<file path="config.mk">
export PLATFORM = sky130hd
export DESIGN_NAME = matvec_engine
export DESIGN_NICKNAME = d
export VERILOG_FILES = /design/src/rtl/matvec_engine.sv
export SDC_FILE = /design/constraint.sdc
export NUM_CORES = 2
export LEC_CHECK = 0
export ABC_CLOCK_PERIOD_IN_PS = 24900
export BUFFER_PORTS_ARGS = -buffer_cell sky130_fd_sc_hd__buf_2
export CORE_ASPECT_RATIO = 2
export CORE_MARGIN = 2
export CORE_UTILIZATION = 30
export DETAILED_ROUTE_END_ITERATION = 6
export SYNTH_ARGS = -nofsm -noshare
export SYNTH_HDL_FRONTEND = slang
export SYNTH_SLANG_ARGS = --single-unit
</file>
<file path="constraint.sdc">
create_clock -name i_clk -period 24.9 [get_ports i_clk]
set_clock_uncertainty 0.1 [all_clocks]
set_input_delay 4.98 -clock i_clk [delete_from_list [all_inputs] [get_ports i_clk]]
set_output_delay 4.98 -clock i_clk [all_outputs]
set_load 0.1 [all_outputs]
</file>
<file path="src/rtl/matvec_engine.sv">
// Matrix-vector multiply engine: captures an ROWS x COLS matrix and a COLS vector, accumulates one
// column per cycle across all rows in parallel, then registers the result vector and its total.
module matvec_engine #(
   parameter  int ROWS = 8,
   parameter  int COLS = 8,
   parameter  int DW   = 8,
   localparam int ACCW = 2*DW + $clog2(COLS),
   localparam int SUMW = ACCW + $clog2(ROWS)
) (
   input  logic                      i_clk,
   input  logic                      i_rst_n,
   input  logic                      i_start,
   input  logic                      i_signed_mode,
   input  logic [ROWS*COLS*DW-1:0]   i_a_data,
   input  logic [COLS*DW-1:0]        i_b_data,
   output logic [ROWS*ACCW-1:0]      o_c_data,
   output logic [SUMW-1:0]           o_sum,
   output logic                      o_busy,
   output logic                      o_done
);

   localparam int CW = (COLS > 1) ? $clog2(COLS) : 1;

   typedef enum logic [1:0] {S_IDLE, S_MAC, S_SUM, S_DONE} state_t;

   state_t                    r_state;
   state_t                    w_next;
   logic [CW-1:0]             r_col;
   logic [ROWS*COLS*DW-1:0]   r_a;
   logic [COLS*DW-1:0]        r_b;
   logic                      r_signed;
   logic [ROWS*ACCW-1:0]      w_accFlat;
   logic [DW-1:0]             w_bElem;
   logic [SUMW-1:0]           w_total;
   logic                      w_capture;
   logic                      w_macEn;
   logic                      w_sumEn;
   logic                      w_lastCol;

   // Widening helpers: sign-extend when the captured mode is signed, zero-extend otherwise.
   function automatic logic [2*DW-1:0] extProd(input logic [DW-1:0] v, input logic s);
      logic signed [DW-1:0] vs;
      vs = v;
      return s ? (2*DW)'(vs) : (2*DW)'(v);
   endfunction

   function automatic logic [ACCW-1:0] extAcc(input logic [2*DW-1:0] v, input logic s);
      logic signed [2*DW-1:0] vs;
      vs = v;
      return s ? ACCW'(vs) : ACCW'(v);
   endfunction

   function automatic logic [SUMW-1:0] extSum(input logic [ACCW-1:0] v, input logic s);
      logic signed [ACCW-1:0] vs;
      vs = v;
      return s ? SUMW'(vs) : SUMW'(v);
   endfunction

   always_ff @(posedge i_clk or negedge i_rst_n) begin
      if (!i_rst_n) begin
         r_state <= S_IDLE;
         r_col   <= '0;
      end else begin
         r_state <= w_next;
         if (w_capture)
            r_col <= '0;
         else if (w_macEn)
            r_col <= r_col + CW'(1);
      end
   end

   always_comb begin
      w_next = r_state;
      case (r_state)
         S_IDLE:  if (i_start) w_next = S_MAC;
         S_MAC:   if (w_lastCol) w_next = S_SUM;
         S_SUM:   w_next = S_DONE;
         S_DONE:  w_next = S_IDLE;
         default: w_next = S_IDLE;
      endcase
   end

   always_comb begin
      w_capture = (r_state == S_IDLE) && i_start;
      w_macEn   = (r_state == S_MAC);
      w_sumEn   = (r_state == S_SUM);
      w_lastCol = (r_col == CW'(COLS - 1));
      o_busy    = (r_state == S_MAC) || (r_state == S_SUM);
      o_done    = (r_state == S_DONE);
   end

   // Operands are only needed while busy, so they are captured without reset.
   always_ff @(posedge i_clk) begin
      if (w_capture) begin
         r_a      <= i_a_data;
         r_b      <= i_b_data;
         r_signed <= i_signed_mode;
      end
   end

   assign w_bElem = r_b[int'(r_col)*DW +: DW];

   for (genvar r = 0; r < ROWS; r++) begin : g_row
      logic [DW-1:0]   w_aElem;
      logic [2*DW-1:0] w_prod;
      logic [ACCW-1:0] r_acc;

      assign w_aElem = r_a[(r*COLS + int'(r_col))*DW +: DW];
      assign w_prod  = extProd(w_aElem, r_signed) * extProd(w_bElem, r_signed);

      always_ff @(posedge i_clk or negedge i_rst_n) begin
         if (!i_rst_n)
            r_acc <= '0;
         else if (w_capture)
            r_acc <= '0;
         else if (w_macEn)
            r_acc <= r_acc + extAcc(w_prod, r_signed);
      end

      assign w_accFlat[r*ACCW +: ACCW] = r_acc;
   end

   always_comb begin
      w_total = '0;
      for (int r = 0; r < ROWS; r++)
         w_total = w_total + extSum(w_accFlat[r*ACCW +: ACCW], r_signed);
   end

   // Results update only on the SUM edge and otherwise hold for the host.
   always_ff @(posedge i_clk or negedge i_rst_n) begin
      if (!i_rst_n) begin
         o_c_data <= '0;
         o_sum    <= '0;
      end else if (w_sumEn) begin
         o_c_data <= w_accFlat;
         o_sum    <= w_total;
      end
   end

endmodule

</file>
==> run metrics <==
Remaining Overflow, GRT 0; I/O pin total 756; Die Width 354 µm; GP Congestion 0.909; final worst-path cycle share 44.3%; crit path launch r_col[1]; worst slew pin tran 1290 ps; CTS Sinks 908; ratio of cells with drive above 1 in the final layout 18.6%; Layout Nets 9244; detailed placer's ending HPWL 192 mm; Final setup viols 0; Post-synth ARST share 36.5%; vias 51.2k; Yosys top cell area share 23.6%; reg2reg setup slack 13870 ps; Post-DP Area 0.0812 mm²; Core ar. 0.244 mm²; CTS Buf Count 90; pre-CTS WS 13760 ps; Main synth FF type edfxtp_1; DRT iter0 DRCs 2528; initial antenna violation count 25; row cnt 257; R2R cell count 29; Hold Buf Count CTS 0; Wirelength per Cell 22.3 µm; CP max FO 36; die area 0.249 mm²; critical path class flop to flop; failing checks design-rule violations; Post-Synthesis Cells 6666; crit end category flop; Final WS setup 13870 ps; port bufs 755; max incr delay on CP 1000 ps; Synth-to-Final Area Change 14.7%; total negative slack 0 ps; clk_lat worst skew 740 ps; Worst Setup Start Kind flop; initial core utilization 30.1%; slowest cell on the critical path o21ai_1; largest net degree at the start of global routing 171; post-route design area 0.0843 mm²; final-report hold violation count 0; sequential area share after synthesis 34.8%; Post-Syn Area 0.0735 mm²; count leader, synth inv_1; Initial DRT Pass Iterations 7; Die Height 704 µm; htree depth 3; Netlist cell types 79; Rel. slew slack 13.4%; CTS tree yes; Post-synth top cells inv_1 (1166), nor2_1 (829), fa_1 (673), ha_1 (621), edfxtp_1 (577); Critical R2R Capture g_row[5].r_acc[18]; Data arrival, critical path 11580 ps; minimum hold slack 384 ps; FF-to-FF Start r_col[1]; vias per inst 4.78; top cell type by total area after synthesis edfxtp_1; FF+latch count, synth 908; syn_area_per_cell 11.0 µm²; fmax 90.7 MHz; Post-route DRC 3; final period demand of the worst path 11030 ps; post-cts sizing count 0; Post-Syn Nets 8540; hold crit path type flop to flop; EDFF count, synth 577; status finished, violations left; Final Max Tran Viols 0; clock slew at reported path FFs 80 ps; final wirelength 239 mm; vias in the first global route 55.9k; synth warn 0; Critical Path End g_row[5].r_acc[18]; largest cells by area after synthesis edfxtp_1 (24%), fa_1 (18%), dfrtp_1 (11%); number of post-CTS setup repair buffers 0; Root Driver clkbuf_16; Filler Cells Inserted 24.7k; gr usage total 19.1%; first-pass GRT wire length 352 mm; post-route ant nets 0; Max-Cap Viols 0; RSZ-0062 raised after global routing false; clk buf depth 3; required time of the worst setup path 25450 ps
==> logic make-up after synthesis <==
group | count (synthesis) | share of synthesized area [%]
AO/OA/AOI/OAI | 763 | 6.64
XOR/XNOR | 376 | 4.85
adder cells (fa/ha/maj) | 1297 | 28.9
buffers and inverters | 1407 | 7.57
flip-flops | 908 | 34.8
multiplexers | 496 | 8.51
AND/OR/NAND/NOR | 1419 | 8.64
==> worst max-delay path: cells and delay by family (launching register included) <==
family                     cells  cell delay [ps]
adders and majority gates      7             3290
xor gates and xnor gates       8             1860
and+or+nand+nor                4              960
muxes                          1              410
AOI/OAI and AO/OA              5             1730
buffers and inverters          4             1710
DFF                            1              750
==> how the worst min path moves through the flow <==
stage | from | endpoint | cells after the start
after detailed placement | o_sum[8] | o_sum[8] | 1
final | o_sum[8] | o_sum[8] | 1
after global routing | o_sum[8] | o_sum[8] | 1
after CTS | o_sum[8] | o_sum[8] | 1
after global placement | o_sum[8] | o_sum[8] | 1
after floorplan | g_row[3].r_acc[1] | o_c_data[58] | 1
==> registers in the layout, indices dropped and copies added (netlist names) <==
| signal | cells |
|---|---|
| r_a | 512 |
| g_row.r_acc | 152 |
| o_c_data | 152 |
| r_b | 64 |
| o_sum | 22 |
| r_col | 3 |
| r_state | 2 |
| r_signed | 1 |
==> final cells by class <==
cell class / instances / area, µm² / share of cell area (%)
Clock inverter: 52 / 636 / 0.754
Inverter: 1168 / 4390 / 5.21
Antenna cell: 15 / 37.5 / 0.0445
Multi-Input combinational cell: 4351 / 42600 / 50.5
Tap cell: 3237 / 4050 / 4.80
Timing Repair Buffer: 851 / 4580 / 5.44
Sequential cell: 908 / 25600 / 30.4
Clock buffer: 110 / 2420 / 2.87
==> cells in the final DEF, fill, tap and decap left out, types with 48 or more instances in the layout <==
cell | netlist | routed
nand3_1 | 49 | 48
mux4_2 | 55 | 55
or3_1 | 66 | 66
o21ai_0 | 116 | 108
nand2_1 | 141 | 139
nand2b_1 | 73 | 73
ha_1 | 621 | 619
buf_4 | 17 | 90
edfxtp_1 | 577 | 577
a21o_1 | 65 | 65
nor3_1 | 56 | 56
or2_2 | 71 | 71
mux2_2 | 200 | 200
xor2_1 | 82 | 82
clkbuf_16 | 0 | 92
mux2i_1 | 219 | 206
dfrtp_1 | 331 | 328
inv_1 | 1166 | 1165
buf_2 | 19 | 754
a22oi_1 | 50 | 50
a21oi_1 | 242 | 241
xnor2_1 | 274 | 274
nor2_1 | 829 | 829
fa_1 | 673 | 673
==> metal layers <==
metal	vias up	wire, µm	global-route usage [%]
li1	23485	-	-
met1	25722	90100	20.9
met2	1470	122000	34.7
met3	466	8950	2.21
met4	10	17300	12.1
met5	-	64	0
==> per-stage QoR <==
step                std cells  util [%]
floorplan                6666         -
global placement        10515      33.2
detailed placement      10515      33.2
CTS                     10677      34.5
global route            10690      34.5
finish                  10692      34.5
Power is left out: the tool's default activity adds up to more than one toggle a clock period on the data nets, which glitch-free logic cannot reach.
